[config.mk]
export PLATFORM = sky130hd
export DESIGN_NAME = uart_echo
export DESIGN_NICKNAME = d
export VERILOG_FILES = /design/src/rtl/uart_pkg.sv /design/src/rtl/uart_baud_tick.sv /design/src/rtl/uart_echo.sv
export SDC_FILE = /design/constraint.sdc
export NUM_CORES = 1
export LEC_CHECK = 0
export ABC_AREA = 1
export CAP_MARGIN = 20
export CORE_ASPECT_RATIO = 1.75
export CORE_MARGIN = 5
export CORE_UTILIZATION = 40
export CTS_BUF_LIST = sky130_fd_sc_hd__clkbuf_4
export CTS_CLUSTER_DIAMETER = 30
export DETAILED_ROUTE_END_ITERATION = 8
export SYNTH_ARGS = -nofsm -noshare
export SYNTH_HDL_FRONTEND = slang
export SYNTH_HIERARCHICAL = 1
export SYNTH_SLANG_ARGS = --single-unit
[constraint.sdc]
create_clock -name clk -period 1.8 [get_ports clk]
set_input_delay 0.45 -clock clk [delete_from_list [all_inputs] [get_ports clk]]
set_output_delay 0.45 -clock clk [all_outputs]
set_load 0.005 [all_outputs]
[src/rtl/uart_pkg.sv]
// Shared constants and state types for the UART echo front end.
//   DEF_*         default clock / baud / oversampling settings
//   DATA_BITS     payload bits per frame
//   TICK_DIV      oversample divider at the default settings
//   rx_state_t / tx_state_t  receiver and transmitter FSM states
package uart_pkg;

    localparam int unsigned DEF_CLOCK_FREQ    = 100_000_000;
    localparam int unsigned DEF_BAUD_RATE     = 9600;
    localparam int unsigned DEF_SAMPLING_RATE = 16;
    localparam int unsigned DATA_BITS         = 8;

    // Clocks per oversample tick (integer division).
    function automatic int unsigned calc_tick_div(input int unsigned clk_hz,
                                                  input int unsigned baud,
                                                  input int unsigned sr);
        return clk_hz / (baud * sr);
    endfunction

    localparam int unsigned TICK_DIV =
        calc_tick_div(DEF_CLOCK_FREQ, DEF_BAUD_RATE, DEF_SAMPLING_RATE);

    typedef enum logic [1:0] {RX_IDLE, RX_START, RX_DATA, RX_STOP} rx_state_t;
    typedef enum logic [1:0] {TX_IDLE, TX_START, TX_DATA, TX_STOP} tx_state_t;

endpackage

[src/rtl/uart_baud_tick.sv]
// Free-running divider producing a one-clk oversample tick every DIV clocks.
//   clk   system clock
//   rst   synchronous active-high reset
//   tick  one-clk pulse, period DIV clocks
module uart_baud_tick #(
    parameter int unsigned DIV = 651
) (
    input  logic clk,
    input  logic rst,
    output logic tick
);

    localparam int unsigned CW = (DIV > 1) ? $clog2(DIV) : 1;

    logic [CW-1:0] cnt;

    // Wrap at DIV-1 and flag the wrap.
    always_ff @(posedge clk) begin
        if (rst) begin
            cnt  <= '0;
            tick <= 1'b0;
        end else if (cnt == CW'(DIV - 1)) begin
            cnt  <= '0;
            tick <= 1'b1;
        end else begin
            cnt  <= cnt + CW'(1);
            tick <= 1'b0;
        end
    end

endmodule

[src/rtl/uart_echo.sv]
// 8N1 UART receiver and transmitter; every valid received byte is echoed.
//   clk, rst   system clock, synchronous active-high reset
//   RsRx       serial input (idle high, asynchronous)
//   RsTx       serial output (idle high)
//   data_out   last correctly framed byte
//   receiving  RX frame in progress
//   received   one-clk pulse when data_out has been updated
//   sending    TX frame on RsTx
//   sent       one-clk pulse at the end of a TX stop bit
module uart_echo
    import uart_pkg::*;
#(
    parameter int unsigned CLOCK_FREQ    = DEF_CLOCK_FREQ,
    parameter int unsigned BAUD_RATE     = DEF_BAUD_RATE,
    parameter int unsigned SAMPLING_RATE = DEF_SAMPLING_RATE
) (
    input  logic                 clk,
    input  logic                 rst,
    input  logic                 RsRx,
    output logic                 RsTx,
    output logic [DATA_BITS-1:0] data_out,
    output logic                 receiving,
    output logic                 received,
    output logic                 sending,
    output logic                 sent
);

    localparam int unsigned DIV = calc_tick_div(CLOCK_FREQ, BAUD_RATE, SAMPLING_RATE);
    localparam int unsigned TW  = $clog2(SAMPLING_RATE);
    localparam int unsigned BW  = $clog2(DATA_BITS);
    localparam logic [TW-1:0] HALF_LAST = TW'(SAMPLING_RATE / 2 - 1);
    localparam logic [TW-1:0] FULL_LAST = TW'(SAMPLING_RATE - 1);
    localparam logic [BW-1:0] BIT_LAST  = BW'(DATA_BITS - 1);

    logic tick;

    uart_baud_tick #(.DIV(DIV)) u_tick (
        .clk  (clk),
        .rst  (rst),
        .tick (tick)
    );

    // ---------------- receiver ----------------
    logic                 rx_meta, rx_sync;
    rx_state_t            rx_state, rx_state_nx;
    logic [TW-1:0]        rx_tcnt, rx_tcnt_nx;
    logic [BW-1:0]        rx_bcnt, rx_bcnt_nx;
    logic [DATA_BITS-1:0] rx_sh, rx_sh_nx, data_out_nx;
    logic                 rx_ferr, rx_ferr_nx;
    logic                 rx_done, rx_done_nx;

    // rx_done delays the received pulse one clk behind the data_out load.
    always_comb begin
        rx_state_nx = rx_state;
        rx_tcnt_nx  = rx_tcnt;
        rx_bcnt_nx  = rx_bcnt;
        rx_sh_nx    = rx_sh;
        rx_ferr_nx  = rx_ferr;
        rx_done_nx  = 1'b0;
        data_out_nx = data_out;
        case (rx_state)
            RX_IDLE: begin
                if (!rx_sync) begin
                    rx_state_nx = RX_START;
                    rx_tcnt_nx  = '0;
                    rx_bcnt_nx  = '0;
                    rx_ferr_nx  = 1'b0;
                end
            end
            RX_START: begin
                if (tick) begin
                    if (rx_tcnt == HALF_LAST) begin
                        rx_tcnt_nx  = '0;
                        rx_state_nx = rx_sync ? RX_IDLE : RX_DATA;
                    end else begin
                        rx_tcnt_nx = rx_tcnt + TW'(1);
                    end
                end
            end
            RX_DATA: begin
                if (tick) begin
                    if (rx_tcnt == FULL_LAST) begin
                        rx_tcnt_nx = '0;
                        rx_sh_nx   = {rx_sync, rx_sh[DATA_BITS-1:1]};
                        if (rx_bcnt == BIT_LAST) rx_state_nx = RX_STOP;
                        else                     rx_bcnt_nx  = rx_bcnt + BW'(1);
                    end else begin
                        rx_tcnt_nx = rx_tcnt + TW'(1);
                    end
                end
            end
            RX_STOP: begin
                if (rx_ferr) begin
                    // Framing error: wait for the line to recover before rearming.
                    if (rx_sync) rx_state_nx = RX_IDLE;
                end else if (tick) begin
                    if (rx_tcnt == FULL_LAST) begin
                        rx_tcnt_nx = '0;
                        if (rx_sync) begin
                            data_out_nx = rx_sh;
                            rx_done_nx  = 1'b1;
                            rx_state_nx = RX_IDLE;
                        end else begin
                            rx_ferr_nx = 1'b1;
                        end
                    end else begin
                        rx_tcnt_nx = rx_tcnt + TW'(1);
                    end
                end
            end
            default: rx_state_nx = RX_IDLE;
        endcase
    end

    // ---------------- transmitter ----------------
    tx_state_t            tx_state, tx_state_nx;
    logic [TW-1:0]        tx_tcnt, tx_tcnt_nx;
    logic [BW-1:0]        tx_bcnt, tx_bcnt_nx;
    logic [DATA_BITS-1:0] tx_sh, tx_sh_nx;
    logic                 tx_line_nx, sending_nx, sent_nx;

    // A received pulse while busy is ignored, so the active frame is untouched.
    always_comb begin
        tx_state_nx = tx_state;
        tx_tcnt_nx  = tx_tcnt;
        tx_bcnt_nx  = tx_bcnt;
        tx_sh_nx    = tx_sh;
        tx_line_nx  = RsTx;
        sending_nx  = sending;
        sent_nx     = 1'b0;
        case (tx_state)
            TX_IDLE: begin
                tx_line_nx = 1'b1;
                if (received) begin
                    tx_state_nx = TX_START;
                    tx_sh_nx    = data_out;
                    tx_tcnt_nx  = '0;
                    tx_bcnt_nx  = '0;
                    tx_line_nx  = 1'b0;
                    sending_nx  = 1'b1;
                end
            end
            TX_START: begin
                if (tick) begin
                    if (tx_tcnt == FULL_LAST) begin
                        tx_tcnt_nx  = '0;
                        tx_line_nx  = tx_sh[0];
                        tx_state_nx = TX_DATA;
                    end else begin
                        tx_tcnt_nx = tx_tcnt + TW'(1);
                    end
                end
            end
            TX_DATA: begin
                if (tick) begin
                    if (tx_tcnt == FULL_LAST) begin
                        tx_tcnt_nx = '0;
                        if (tx_bcnt == BIT_LAST) begin
                            tx_state_nx = TX_STOP;
                            tx_line_nx  = 1'b1;
                        end else begin
                            tx_bcnt_nx = tx_bcnt + BW'(1);
                            tx_sh_nx   = tx_sh >> 1;
                            tx_line_nx = tx_sh[1];
                        end
                    end else begin
                        tx_tcnt_nx = tx_tcnt + TW'(1);
                    end
                end
            end
            TX_STOP: begin
                if (tick) begin
                    if (tx_tcnt == FULL_LAST) begin
                        tx_tcnt_nx  = '0;
                        tx_state_nx = TX_IDLE;
                        tx_line_nx  = 1'b1;
                        sending_nx  = 1'b0;
                        sent_nx     = 1'b1;
                    end else begin
                        tx_tcnt_nx = tx_tcnt + TW'(1);
                    end
                end
            end
            default: tx_state_nx = TX_IDLE;
        endcase
    end

    // State and output registers; receiving stays up through the pending-pulse clk.
    always_ff @(posedge clk) begin
        if (rst) begin
            rx_meta   <= 1'b1;
            rx_sync   <= 1'b1;
            rx_state  <= RX_IDLE;
            rx_tcnt   <= '0;
            rx_bcnt   <= '0;
            rx_sh     <= '0;
            rx_ferr   <= 1'b0;
            rx_done   <= 1'b0;
            data_out  <= '0;
            receiving <= 1'b0;
            received  <= 1'b0;
            tx_state  <= TX_IDLE;
            tx_tcnt   <= '0;
            tx_bcnt   <= '0;
            tx_sh     <= '0;
            RsTx      <= 1'b1;
            sending   <= 1'b0;
            sent      <= 1'b0;
        end else begin
            rx_meta   <= RsRx;
            rx_sync   <= rx_meta;
            rx_state  <= rx_state_nx;
            rx_tcnt   <= rx_tcnt_nx;
            rx_bcnt   <= rx_bcnt_nx;
            rx_sh     <= rx_sh_nx;
            rx_ferr   <= rx_ferr_nx;
            rx_done   <= rx_done_nx;
            data_out  <= data_out_nx;
            receiving <= (rx_state_nx != RX_IDLE) || rx_done_nx;
            received  <= rx_done;
            tx_state  <= tx_state_nx;
            tx_tcnt   <= tx_tcnt_nx;
            tx_bcnt   <= tx_bcnt_nx;
            tx_sh     <= tx_sh_nx;
            RsTx      <= tx_line_nx;
            sending   <= sending_nx;
            sent      <= sent_nx;
        end
    end

endmodule

## Yosys cells after proc, flatten, opt, wreduce, memory -nomap -nowiden

Index checks and enable logic that the tools add are counted.

| storage, ports and cells | value |
|---|---|
| register bits | 62 |
| ROM bits | 0 |
| bits in writable memories | 0 |
| logic and storage cells | 150 |
| memories kept | 0 |
| input bits | 3 |
| latch bits | 0 |

| operators by class | value |
|---|---|
| bitwise gates (word level) | 3 |
| add/subtract/negate cells | 5 |
| div/mod/pow operators | 0 |
| multiply operators | 0 |
| eq/ne operators | 28 |
| muxes and demuxes | 73 |
| $lt $le $gt $ge | 0 |
| reductions and logical operators | 21 |
| shift operators | 0 |

Operator list:

| kind | count |
|---|---|
| 2-to-1 mux 2 bit | 19 |
| 2-to-1 mux 4 bit | 9 |
| 2-to-1 mux 8 bit | 4 |
| 2-to-1 mux 3 bit | 8 |
| 2-to-1 mux 1 bit | 23 |
| inequality test 2 bit (second input constant) | 10 |
| one-hot mux 2 bit (4 select lines) | 2 |
| one-hot mux 4 bit (4 select lines) | 1 |
| one-hot mux 8 bit (2 select lines) | 1 |
| AND reduction 5 bit | 3 |
| inequality test 2 x 1 -> 1 bit (second input constant) | 6 |
| one-hot mux 3 bit (2 select lines) | 2 |
| adder 10 x 1 -> 10 bit (second input constant) | 1 |
| == test 10 bit (second input constant) | 1 |
| nonzero test 2 bit | 5 |
| adder 4 x 1 -> 4 bit (second input constant) | 2 |
| == test 2 bit (second input constant) | 4 |
| == test 4 bit (second input constant) | 2 |
| one-hot mux 4 bit (2 select lines) | 1 |
| AND reduction 8 bit | 1 |
| adder 3 x 1 -> 3 bit (second input constant) | 2 |
| == test 3 bit (second input constant) | 2 |
| AND reduction 3 bit | 2 |
| AND reduction 6 bit | 1 |
| other kinds (11) | 18 |

## Depth between registers and ports, before layout

| depth | value |
|---|---|
| word-level depth | 7 |
| gate-level depth with buffers | 10 |
| mapped depth without buffers | 8 |

## Modules after synthesis

Netlist, hierarchy kept.

By module, submodules not included:

| module | cells each | seq. area each (sq um) | area an instance (sq um) | instances |
|---|---|---|---|---|
| uart_echo | 332 | 1021.0 | 2464.9 | 1 |
| uart_baud_tick | 66 | 220.2 | 525.5 | 1 |

## Worst setup path before layout

No wires, ideal clock.

| path | value |
|---|---|
| path kind | flip-flop to flip-flop |
| start | reg tx_state[0] |
| end | reg tx_bcnt[0] |
| stages on the path, launching flop included | 11 |
| clock period less this slack | 1.484 ns |
| path buffers | 2 |
| data required time | 1.668 ns |
| library setup time | 0.132 ns |
| arrival | 1.352 ns |
| setup slack | 0.316 ns |
| cells stage by stage | dfxtp_1 > inv_1 > ha_1 > buf_6 > inv_2 > o21ai_0 > nor2_2 > nand3_2 > buf_6 > nand2_1 > a21oi_1 |

| between the ends | value |
|---|---|
| cells in the longest elaborated chain, start to end | 3 |
| elaborated cells on any way between the ends | 9 |
| those cells by class | eq/ne (5); mux (1); reduce/logical (3) |

RTL lines:

| what | line | text |
|---|---|---|
| start: declaration | uart_echo.sv:116 | `tx_state_t tx_state, tx_state_nx;` |
| start signal: assignment | uart_echo.sv:221 | `tx_state <= tx_state_nx;` |
| == test 2 bit or zero test 2 bit (tied branches) | uart_echo.sv:131 | `case (tx_state)` |
| inequality test 2 bit (no line), or another cell as far along | -- |  |
| AND reduction 5 bit (no line) | -- |  |
| end signal: assignment | uart_echo.sv:223 | `tx_bcnt <= tx_bcnt_nx;` |
| end: declaration | uart_echo.sv:118 | `logic [BW-1:0] tx_bcnt, tx_bcnt_nx;` |

Several ways; a longest one is shown, not always the timed one.
A chain may end at the register's enable or synchronous reset.

## Final worst setup path

| path | value |
|---|---|
| start | reg data_out[6] |
| end | out data_out[6] |

RTL lines:

| what | line | text |
|---|---|---|
| start: declaration | uart_echo.sv:21 | `output logic [DATA_BITS-1:0] data_out,` |
| start signal: assignment | uart_echo.sv:218 | `data_out <= data_out_nx;` |

No word-level cell between the ends.

==> impl_metrics.csv <==
group,metric,value,unit
status,status,"completed",
power_and_ir_drop,p_per_area,827,nW/um^2
clocking,cts.clk_slew.worst_paths,0.11,ns
die,num_rows,41,
setup_path,path_buf_inv,1,
worst_hold_path,worstHoldEndpoint,"received$_SDFF_PP0_",
layout,num-nets-final,438,
job,max_cap_viol_count,0,
synth,synth_top_family_by_area,"simple AND/OR/NAND/NOR gates",
sta,finClkSkew,0.0150,ns
layout,final_common_cell,"nand2_1",
die,die_w,75.4,um
setup_path,startpoint,"data_out[6]$_SDFFE_PP0P_",
synth,synthXorXnorAreaFrac,1.46,%
clocking,htree_num_levels,3,
sta,period_share,96.4,%
layout,post-route-util,47.4,%
setup_path,r2r-start,"tx_state[0]$_SDFFE_PP0P_",
setup_path,cp_slowest_stage_delay,0.50,ns
detailed_routing,vias_per_cell,5.00,
synth,ys_warn_count,6,
global_route,grt_pass1_vias,2499,
power_and_ir_drop,total_power,2.84,mW
place,dp_hpwl,4.70,mm
worst_hold_path,min_path_type,"flip-flop to flip-flop",
global_route,grt-ovfl-total,0,
synth,synth_mux_area_share,0,%
detailed_routing,drc,0,
synth,ys_async_sr_fraction,0,%
sta,slew-limit-headroom,77.0,%
global_route,grt_max_degree,27,
clocking,clock-root-buffer,"clkbuf_4",
layout,stdcell_count,514,
synth,synth-seq-cells,62,
sta,worst_slack,0.0650,ns
synth,synth.avg_cell_area,7.51,um^2
detailed_routing,first_pass_iters,5,
place,placed_cells,495,
synth,synthTopCellsByArea,"dfxtp_1, nand2_1, nor2_1, a21oi_1, inv_1",
power_and_ir_drop,switchingPower,762,uW
synth,synth_top_area_cell,"dfxtp_1",
sta,setup_tns,0,ns
synth,synth_cell_type_count,34,
clocking,numCtsBuffers,9,
synth,synth_edf_count,0,
synth,synth_ff_type,"dfxtp_1",
layout,drive_gt1_share,15.2,%
worst_hold_path,holdPathStages,2,
setup_path,endpoint_kind,"output pin",
layout,fin_area,3430,um^2
setup_path,r2r_slack,0.15,ns
setup_path,cp_slowest_cell,"clkdlybuf4s50_1",
sta,hold_violations,0,
synth,syn-instance-count,398,
sta,rsz0062_at_grt,"false",
clocking,cts_buffer_depth,2,
layout,final-seq-area,1250,um^2
layout,nFillCells,731,
synth,synth_compound_area_share,12.1,%
global_route,grt_pass1_wl,10.9,mm
synth,yosysTopAreaCellShare,41.5,%
layout,syn_to_final_growth,14.8,%
power_and_ir_drop,p_leak,1.41,nW
synth,ys_seq_area_share,41.5,%
clocking,clk_latency,0.42,ns
die,die_h,124,um
setup_path,crit_fanout,3,
die,core_area,7230,um^2
layout,num_antenna_cells,0,
place,dpl_worst_slack,0.136,ns
synth,syn-cell-area,2990,um^2
die,fp.dieArea,9370,um^2
detailed_routing,wl_per_cell,12.3,um
global_route,track_usage,14.9,%
power_and_ir_drop,p_comb_share,12.3,%
power_and_ir_drop,power_frac_seq,50.0,%
synth,yosys.area_share.simple,31.2,%
power_and_ir_drop,switching_share,26.9,%
worst_hold_path,min_from,"rx_done$_SDFF_PP0_",
clocking,cts_tree,"built",
place,routabilityCongestion,0.811,
place,portBuffers,15,
detailed_routing,drt_iter0_drc,108,
detailed_routing,vias,2569,
die,initial_utilization,41.3,%
sta,finalCriticalPeriod,1.74,ns
power_and_ir_drop,clkPwrFrac,37.7,%
sta,worst_pin_slew,0.342,ns
detailed_routing,ant_nets,0,
synth,synth_adder_area_share,5.02,%
setup_path,r2r_end,"tx_sh[3]$_SDFFE_PP0P_",
place,place_area,3220,um^2
power_and_ir_drop,power.internal,2.08,mW
synth,mappedNetlistNets,413,
sta,fin_hold_ws,0.426,ns
setup_path,worstSetupPathType,"flip-flop to output pin",
sta,max_freq,576,MHz
sta,slew_viol_final,0,
sta,setup_viol,0,
global_route,antenna_found_initial,0,
setup_path,arrival,1.29,ns
die,io_pins,16,
setup_path,r2r_cells,9,
power_and_ir_drop,ir_drop,0.482,mV
setup_path,worst_ep_required_time,1.35,ns
layout,layout_common_cells,"nand2_1, dfxtp_1, nor2_1",
clocking,clock_sinks,62,
layout,multiInputGateArea,1500,um^2
setup_path,cp_top_family,"buffers and inverters",
setup_path,crit_chain,"clkdlybuf4s50_1",
detailed_routing,wirelength,6.33,mm
setup_path,crit_path_start_kind,"flip-flop",
==> logic make-up (layout without fill, tap and decap cells) <==
family / count (synthesis) / count (layout)
adder cells (fa/ha/maj): 12 / 12
AND/OR/NAND/NOR: 198 / 198
buffers and inverters: 56 / 86
flip-flops: 62 / 62
XOR/XNOR: 5 / 5
AO/OA/AOI/OAI: 65 / 65
==> power groups by stage <==
stage,registers (mW),clock network (mW),logic (mW)
global placement,1.45,0,0.330
global route,1.43,1.16,0.386
finish,1.42,1.07,0.349
floorplan,1.45,0,0.247
detailed placement,1.45,0,0.330
CTS,1.42,1.11,0.330
==> synth_stat cells (2+ instances only) <==
library cell  instances
ha_1                 12
nand2_2               2
xor2_1                3
nand2_1              99
nor2_2                2
buf_6                 4
nor2_1               46
xnor2_1               2
clkbuf_1              2
or2_2                 2
nor2_4                5
inv_1                41
a21oi_1              34
inv_2                 3
buf_2                 2
o21ai_0              19
nand4_1              17
dfxtp_1              62
a21oi_2               6
nand3_2               4
nand3_1              15
nand2_4               2
nor3_1                2
o21ai_2               2
==> worst max-delay path by stage <==
| stage | slack [ns] | cells after the start | end |
|---|---|---|---|
| after CTS | 0.004 | 1 | data_out[6] |
| after detailed placement | 0.14 | 7 | tx_sh[3]$_SDFFE_PP0P_ |
| after floorplan | 0.32 | 10 | tx_bcnt[0]$_SDFFE_PP0P_ |
| final | 0.06 | 1 | data_out[6] |
| after global routing | 0.006 | 1 | data_out[1] |
| after global placement | 0.14 | 8 | tx_sh[7]$_SDFFE_PP0P_ |
==> layer usage <==
layer	track usage (%)	wire length (um)	vias to the layer above	share of wire (%)
li1	-	-	1340	-
met1	15.9	2550	1173	40
met2	24.9	3330	37	53
met3	3.39	169	19	2.7
met4	9.47	272	0	4.3
met5	0	0	-	0
==> registers in the layout (all words and copies together) (netlist names), 2 cells and up <==
name / cells
tx_sh: 8
rx_bcnt: 3
rx_sh: 8
data_out: 8
tx_tcnt: 4
tx_state: 2
rx_state: 2
tx_bcnt: 3
rx_tcnt: 4
u_tick/cnt: 10
==> area by class of cell <==
type	count	share of cell area, %
clock buffer	9	1.97
tap	86	3.14
clock inverter	7	2.59
sequential	62	36.5
timing repair buffer	25	7.00
multi-input combinational	280	43.8
inverter	45	4.99
==> worst reg2reg max path: cells and delay by family, from the launching register on <==
kind,cells,cell delay (ns)
buf+inv,2,0.22
flops,1,0.37
compound gates,2,0.18
simple gates,4,0.52
fa+ha+maj,1,0.28
==> repair_timing <==
action                                  in CTS  in global routing
gates resized for setup                      7                  6
hold endpoints to repair                     0                  0
buffers inserted                             0                  3
endpoints found under the setup margin       6                  5
pin swaps                                    0                  1
hold buffers                                 0                  0
Power figures use the tool's default switching activity.
